`config.mk`:
```
export PLATFORM = sky130hd
export DESIGN_NAME = host_ctrl_parser
export DESIGN_NICKNAME = d
export VERILOG_FILES = /design/src/rtl/host_ctrl_parser.sv
export SDC_FILE = /design/constraint.sdc
export NUM_CORES = 1
export LEC_CHECK = 0
export CAP_MARGIN = 10
export CORE_UTILIZATION = 50
export DETAILED_ROUTE_END_ITERATION = 16
export PLACE_DENSITY = 0.77
export SYNTH_ARGS = -nofsm -noshare
export SYNTH_HDL_FRONTEND = slang
export SYNTH_SLANG_ARGS = --single-unit
```
`constraint.sdc`:
```
create_clock -name clock -period 2.8 [get_ports clock]
set_input_delay 0.42 -clock clock [delete_from_list [all_inputs] [get_ports clock]]
set_output_delay 0.42 -clock clock [all_outputs]
set_load 0.005 [all_outputs]
```
`src/rtl/host_ctrl_parser.sv`:
```
// Host control-frame parser: hunts for AA 55, gathers C/F3..F0, verifies the XOR checksum
// and commits ctrl/freq atomically. A watchdog drops run when valid frames stop arriving.
module host_ctrl_parser #(
   parameter int TIMEOUT     = 1024,
   parameter int WDOG_CYCLES = 1 << 24
) (
   input  logic        clock,
   input  logic        reset,
   input  logic [7:0]  in_data,
   input  logic        in_valid,
   output logic        run,
   output logic [31:0] freq_hz,
   output logic [15:0] freq,
   output logic [7:0]  ctrl,
   output logic        frame_ok,
   output logic        frame_err,
   output logic        wdog_trip
);

   localparam int TMO_W = (TIMEOUT > 1) ? $clog2(TIMEOUT) : 1;
   localparam int WD_W  = (WDOG_CYCLES > 1) ? $clog2(WDOG_CYCLES) : 1;

   typedef enum logic [1:0] {HUNT0, HUNT1, PAYLOAD, CHECK} state_t;

   state_t            state_reg;
   logic [2:0]        idx_reg;
   logic [7:0]        shadow_reg [0:4];
   logic [7:0]        csum_reg;
   logic [TMO_W-1:0]  tmo_reg;
   logic [WD_W-1:0]   wdog_reg;
   logic              wdog_expired_reg;
   logic              commit;

   assign commit = in_valid && (state_reg == CHECK) && (in_data == csum_reg);
   // Both halves come from the same register, so freq can never be torn against freq_hz.
   assign freq   = freq_hz[31:16];

   always_ff @(posedge clock) begin
      if (reset) begin
         state_reg        <= HUNT0;
         idx_reg          <= '0;
         csum_reg         <= '0;
         tmo_reg          <= '0;
         wdog_reg         <= '0;
         wdog_expired_reg <= 1'b0;
         for (int i = 0; i < 5; i++) shadow_reg[i] <= '0;
         run              <= 1'b0;
         freq_hz          <= '0;
         ctrl             <= '0;
         frame_ok         <= 1'b0;
         frame_err        <= 1'b0;
         wdog_trip        <= 1'b0;
      end else begin
         frame_ok  <= 1'b0;
         frame_err <= 1'b0;
         wdog_trip <= 1'b0;

         if (in_valid) begin
            tmo_reg <= '0;
            case (state_reg)
               HUNT0: begin
                  if (in_data == 8'hAA) state_reg <= HUNT1;
               end
               HUNT1: begin
                  if (in_data == 8'h55) begin
                     state_reg <= PAYLOAD;
                     idx_reg   <= '0;
                     csum_reg  <= '0;
                  end else if (in_data != 8'hAA) begin
                     state_reg <= HUNT0;
                  end
               end
               PAYLOAD: begin
                  shadow_reg[idx_reg] <= in_data;
                  csum_reg            <= csum_reg ^ in_data;
                  if (idx_reg == 3'd4) state_reg <= CHECK;
                  else                 idx_reg   <= idx_reg + 3'd1;
               end
               CHECK: begin
                  if (commit) begin
                     ctrl     <= shadow_reg[0];
                     freq_hz  <= {shadow_reg[1], shadow_reg[2], shadow_reg[3], shadow_reg[4]};
                     frame_ok <= 1'b1;
                  end else begin
                     frame_err <= 1'b1;
                  end
                  state_reg <= HUNT0;
               end
               default: state_reg <= HUNT0;
            endcase
         end else if (state_reg != HUNT0) begin
            // A byte arriving on the limit cycle takes the branch above, so it always wins.
            if (tmo_reg == TMO_W'(TIMEOUT - 1)) begin
               frame_err <= 1'b1;
               state_reg <= HUNT0;
               tmo_reg   <= '0;
               for (int i = 0; i < 5; i++) shadow_reg[i] <= '0;
            end else begin
               tmo_reg <= tmo_reg + TMO_W'(1);
            end
         end

         // Commit has priority over expiry; the counter saturates so the trip pulses once.
         if (commit) begin
            wdog_reg         <= '0;
            wdog_expired_reg <= 1'b0;
            run              <= shadow_reg[0][0];
         end else if (wdog_reg == WD_W'(WDOG_CYCLES - 1)) begin
            if (!wdog_expired_reg) begin
               run              <= 1'b0;
               wdog_trip        <= 1'b1;
               wdog_expired_reg <= 1'b1;
            end
         end else begin
            wdog_reg <= wdog_reg + WD_W'(1);
         end
      end
   end

endmodule
```
==> results of run 1 <==
## critical path, stage by stage
cell	delay (ns)
clkdlybuf4s50_1	0.60
xor2_2	0.25
nor4_4	0.35
and4_4	0.54
nand2_1	0.12
a21oi_1	0.17
## power breakdown
group,internal (mW),switching [mW]
registers,1.99,0.0102
logic,0.0403,0.0747
clock network,1.21,0.809
## synth_stat cells, types with 6 or more instances
library cell   n  area [µm²]
buf_4         20         150
edfxtp_1      40        1200
nor2_1        46         173
and2_1        35         219
nor3_1         7        35.0
dfxtp_1       92        1840
clkbuf_1      14        52.6
nand2b_1      10        62.6
and3_1        16         100
o21ai_0        8        40.0
nand3_1        9        45.0
xor2_1        28         245
nand4_1       12        75.1
buf_2         13        65.1
buf_6          6        67.6
o21ai_1       10        50.1
a311oi_1       8        70.1
nand2_1       96         360
a21oi_1       57         285
## cell type report
type | count | area (µm²)
timing repair buffer | 90 | 846
tap | 140 | 175
inverter | 4 | 15.0
fill | 897 | 4030
multi-input combinational | 404 | 2380
clock buffer | 18 | 429
clock inverter | 14 | 115
sequential | 132 | 3040
## cell families (layout without fill, tap and decap cells)
logic type,Yosys count,after routing
buffers and inverters,58,126
muxes,2,2
AOI/OAI and AO/OA,98,98
xor gates and xnor gates,35,35
adders and majority gates,4,4
DFF,132,132
and+or+nand+nor,265,265
## worst max path at each step
stage	start	end	slack, ns	cells after the start
floorplan	reset	shadow_reg[1][0]	0.50	5
global placement	in_data[0]	run	0.33	6
detailed placement	in_data[0]	ctrl[0]	0.26	6
CTS	in_data[0]	ctrl[0]	0.68	6
global route	in_data[0]	ctrl[0]	0.50	6
finish	in_data[0]	freq_hz[6]	0.66	6
## metal layers
layer / global-route usage, % / part of all wire [%] / up-vias
li1: - / - / 2135
met5: 0 / 0 / -
met2: 37.7 / 50 / 149
met3: 5.63 / 5.9 / 27
met1: 27.0 / 42 / 2089
met4: 11.4 / 2.5 / 0
## through the flow
stage                     instances  utilization [%]
final                           802             63.5
after global routing            802             63.5
after CTS                       802             63.5
after detailed placement        770             58.6
after global placement          770             58.6
after floorplan                 594                -
==> qor.txt, run 1 <==
crit share post-route: 76.3%
# resized after CTS: 0
final net count: 664
R2R depth: 5
setup slack after layout: 0.664 ns
CP Max Fanout: 41
Clock transition at path regs: 0.06 ns
Hold Path Sink: freq_hz[15]
Initial Util: 52.4%
total power draw: 4.13 mW
setup violators final: 0
Fmax achieved: 468 MHz
Mapped Area: 0.00578 mm²
Final Critical Period: 2.14 ns
simple-gate share of the synthesized area: 24.4%
Synth cell types: 53
compound-gate portion of the synthesized area: 9.77%
hold depth: 2
EDFF count, synth: 40
Layout area overhead: 21.2%
CP required: 3.14 ns
DR vias: 4,400
combinational family with the most area after synthesis: simple AND/OR/NAND/NOR gates
setup TNS: 0 ns
largest net degree at the start of global routing: 46
relative slew slack: 69.2%
Place WS: 0.258 ns
most frequent cells in the layout: nand2_1, dfxtp_1, clkdlybuf4s50_1
H-tree lvl count: 4
CTS Buf Count: 17
CTS tree: yes
CTS sink cnt: 132
clk root buf: clkbuf_16
Synth Area in Adders: 0.866%
FF-to-FF End: shadow_reg[4][4]
min-delay src: reset
share of layout cells above drive strength 1: 10.3%
Hold WC Path Type: input pin to flip-flop
initial antenna violation count: 0
Ant. Diodes: 0
I/O pin count: 71
Max VDD drop: 452 µV
hold violation count in the final report: 0
Total Wirelength: 12,300 µm
unrepaired setup endpoints after global routing: no
CP arrival: 2.48 ns
core region area: 0.0110 mm²
routed length per instance: 15.4 µm
worst skew pair latency: 0.42 ns
status: finished, final reports clean
main flop type after synthesis: dfxtp_1
Global Route Usage Sum: 22.6%
Die Area: 0.0120 mm²
Final Instance Area: 0.00700 mm²
r2r setup slk: 0.72 ns
Via density: 5.49
Synthesized Nets: 609
max reg flops: 40
DRC viols: 0
drt pass-1 iters: 5
Max Root-Sink Buffers: 2
post-CTS setup buffer count: 0
Post-Syn Area per Cell: 9.73 µm²
cts hold-fix bufs: 0
Ys Warns: 0
register area share after synthesis: 52.7%
Fin Hold WS: 0.427 ns
vias in the first global route: 4,230
Leak: 2.49 nW
gpl congestion: 0.834
Crit Path Class: input pin to flip-flop
Die H: 109 µm
Pwr Density: 590 mW/mm²
Worst Skew: 0.00649 ns
XOR/XNOR Fraction of Synth Area: 5.83%
Worst Tran Pin Value: 0.462 ns
r2r startpoint: tmo_reg[0]
drt initial violations: 290
CP Capture Type: flip-flop
mux cell area share after synthesis: 0.347%
most common cell after layout, fill and taps aside: nand2_1
number of max-cap violations: 0
Remaining Overflow, GRT: 0
fraction of registers with async set/reset: 0%
crit start category: input pin
HPWL Detailed: 8330 µm
max-slew violations: 0
row cnt: 38
Synth Register Bits: 132
first-pass GRT wire length: 20,200 µm
die width: 109 µm
IO Port Bufs: 70
Detail Route Antenna Nets: 0
Synth Instances: 594
Post-DP Area: 0.00646 mm²
Note: power is estimated with default switching activity, not from simulation.
==> run 2, diff against run 1 <==
==> constraint.sdc (replaced) <==
create_clock -name clock -period 2.1 [get_ports clock]
set_input_delay 0.315 -clock clock [delete_from_list [all_inputs] [get_ports clock]]
set_output_delay 0.315 -clock clock [all_outputs]
set_load 0.005 [all_outputs]
==> qor.txt, run 2 (synthesis gave the netlist of run 1 again) <==
HPWL Detailed: 8820 µm (+5.9%)
most frequent cells in the layout: nand2_1, dfxtp_1, clkdlybuf4s50_1
Leak: 2.70 nW (+8.2%)
gpl congestion: 0.852 (+2.2%)
share of layout cells above drive strength 1: 13.8% (+3.5 points)
Post-DP Area: 0.00672 mm² (+4.1%)
Fmax achieved: 506 MHz
Final Instance Area: 0.00735 mm² (+5.0%)
hold violation count in the final report: 0 (unchanged)
core region area: 0.0110 mm² (unchanged)
crit start category: flip-flop
Worst Tran Pin Value: 0.515 ns (+0.0529 ns)
number of max-cap violations: 0 (unchanged)
Final Util: 66.6% (+3.2 points)
Total Wirelength: 12,400 µm (+0.93%)
H-tree lvl count: 4 (unchanged)
post-CTS setup buffer count: 0 (unchanged)
IO Port Bufs: 70 (unchanged)
Worst Skew: 0.00896 ns (+0.00246 ns)
critical path's slowest cell: dfxtp_1
worst skew pair latency: 0.41 ns (about the same)
status: finished, final reports clean
initial antenna violation count: 0 (unchanged)
setup violators final: 0 (unchanged)
CTS sink cnt: 132 (unchanged)
Global Route Usage Sum: 22.4% (-0.14 points)
DRC viols: 0 (unchanged)
CTS Buf Count: 17 (unchanged)
crit share post-route: 94.1%
CP required: 2.22 ns (-0.92 ns)
Layout area overhead: 27.2%
drt initial violations: 272 (-6.2%)
Clock transition at path regs: 0.06 ns (about the same)
DR vias: 4,446 (+1.0%)
Crit Path Class: flip-flop to flip-flop
Max VDD drop: 513 µV (+13%)
Place WS: -0.183 ns (-0.441 ns)
Ant. Diodes: 0 (unchanged)
# placed instances: 797 (+3.5%)
Final Non-Filler Cells: 829 (+3.4%)
Die H: 109 µm (unchanged)
clk root buf: clkbuf_16
first-pass GRT wire length: 20,200 µm (+0.14%)
Detail Route Antenna Nets: 0 (unchanged)
setup TNS: 0 ns (unchanged)
Pwr Density: 807 mW/mm² (+37%)
max reg flops: 40 (unchanged)
row cnt: 38 (unchanged)
CTS tree: yes
final net count: 691 (+4.1%)
CP max stage delay: 0.37 ns (-0.23 ns)
CP arrival: 2.10 ns (-0.38 ns)
max-slew violations: 0 (unchanged)
most common cell after layout, fill and taps aside: nand2_1
Buf+Inv Stages, Crit Path: 1 (unchanged)
Remaining Overflow, GRT: 0 (unchanged)
crit-path cells: ha_1 > and4_1 > nand4_1 > nor2_4 > nor2_1 > o21ai_0 > buf_4
Initial Util: 52.4% (unchanged)
fillers: 824 (-8.1%)
die width: 109 µm (unchanged)
setup slack after layout: 0.123 ns (-0.541 ns)
vias in the first global route: 4,288 (+1.4%)
crit-path leading delay family: simple AND/OR/NAND/NOR gates
Via density: 5.36 (-2.2%)
routed length per instance: 15.0 µm (-2.4%)
Max Root-Sink Buffers: 2 (unchanged)
largest net degree at the start of global routing: 35 (-24%)
drt pass-1 iters: 5 (unchanged)
unrepaired setup endpoints after global routing: no
CP Max Fanout: 8 (-80%)
Die Area: 0.0120 mm² (unchanged)
I/O pin count: 71 (unchanged)
relative slew slack: 65.2% (-4.0 points)
Hold WC Path Type: input pin to flip-flop
CP Capture Type: flip-flop
Final Critical Period: 1.98 ns
[run 2: changes by cell type in the layout (fill, tap and decap cells not counted), moves of 2 or more]
cell and delta:
buf_4 +22, bufinv_16 +3, buf_12 +5, clkbuf_1 +3, clkinv_1 -2, clkbuf_8 +2
clkinvlp_4 -5
[run 2: worst paths after layout]
| path | from | to | slack (ns) | cells past startpoint |
|---|---|---|---|---|
| worst max-delay path | tmo_reg[1] | shadow_reg[2][3] | 0.12 | 7 |
| worst min-delay path | reset | freq[3] | 0.43 | 3 |
| worst max register to register | tmo_reg[1] | shadow_reg[2][3] | 0.12 | 7 |
| worst min register to register | freq_hz[8] | freq_hz[8] | 0.45 | 2 |
[run 2: worst register-to-register path: cells and delay by family, from the launching register on]
| kind | cells | cell delay [ns] |
|---|---|---|
| AOI/OAI and AO/OA | 1 | 0.14 |
| adders and majority gates | 1 | 0.20 |
| buffers and inverters | 1 | 0.23 |
| DFF | 1 | 0.37 |
| and+or+nand+nor | 4 | 0.74 |
[run 2: final cells by class]
| class | count | area, µm² | area share (%) |
|---|---|---|---|
| flip-flops and latches | 132 | 3040 | 41.4 |
| well taps | 140 | 175 | 2.38 |
| repair buffers | 117 | 1110 | 15.1 |
| multi-input cells | 404 | 2390 | 32.5 |
| clock inverters | 9 | 151 | 2.06 |
| clock buffers | 23 | 468 | 6.37 |
| inverters | 4 | 15.0 | 0.204 |
[run 2: routing by layer]
| metal | GRT usage [%] | wire, µm |
|---|---|---|
| met5 | 0 | 0 |
| met2 | 37.6 | 6180 |
| met4 | 9.43 | 238 |
| met1 | 27.2 | 5370 |
| met3 | 5.87 | 652 |
[run 2: what timing repair did]
action / in CTS / in global routing
hold buffers: 0 / 0
gates resized for setup: 0 / 2
setup endpoints to repair: 0 / 32
[run 2: power breakdown]
group / internal [mW] / switching (mW)
Sequential: 2.66 / 0.0143
Clock: 2.04 / 1.04
Combinational: 0.0719 / 0.103
Total: 4.77 / 1.16
[run 2: through the flow]
stage	hold WS (ns)	power, mW
floorplan	0.421	2.81
global placement	0.441	2.89
detailed placement	0.445	2.90
CTS	0.414	5.96
global route	0.442	6.10
finish	0.426	5.93
==> run 3, diff against run 2 <==
--- a/config.mk
+++ b/config.mk
@@ -7,6 +7,7 @@
 export LEC_CHECK = 0
 export CAP_MARGIN = 10
 export CORE_UTILIZATION = 50
+export CTS_CLUSTER_SIZE = 12
 export DETAILED_ROUTE_END_ITERATION = 16
 export PLACE_DENSITY = 0.77
 export SYNTH_ARGS = -nofsm -noshare
==> results of run 3 <==
The final DEF is identical to that of run 2; final timing and power are the same.
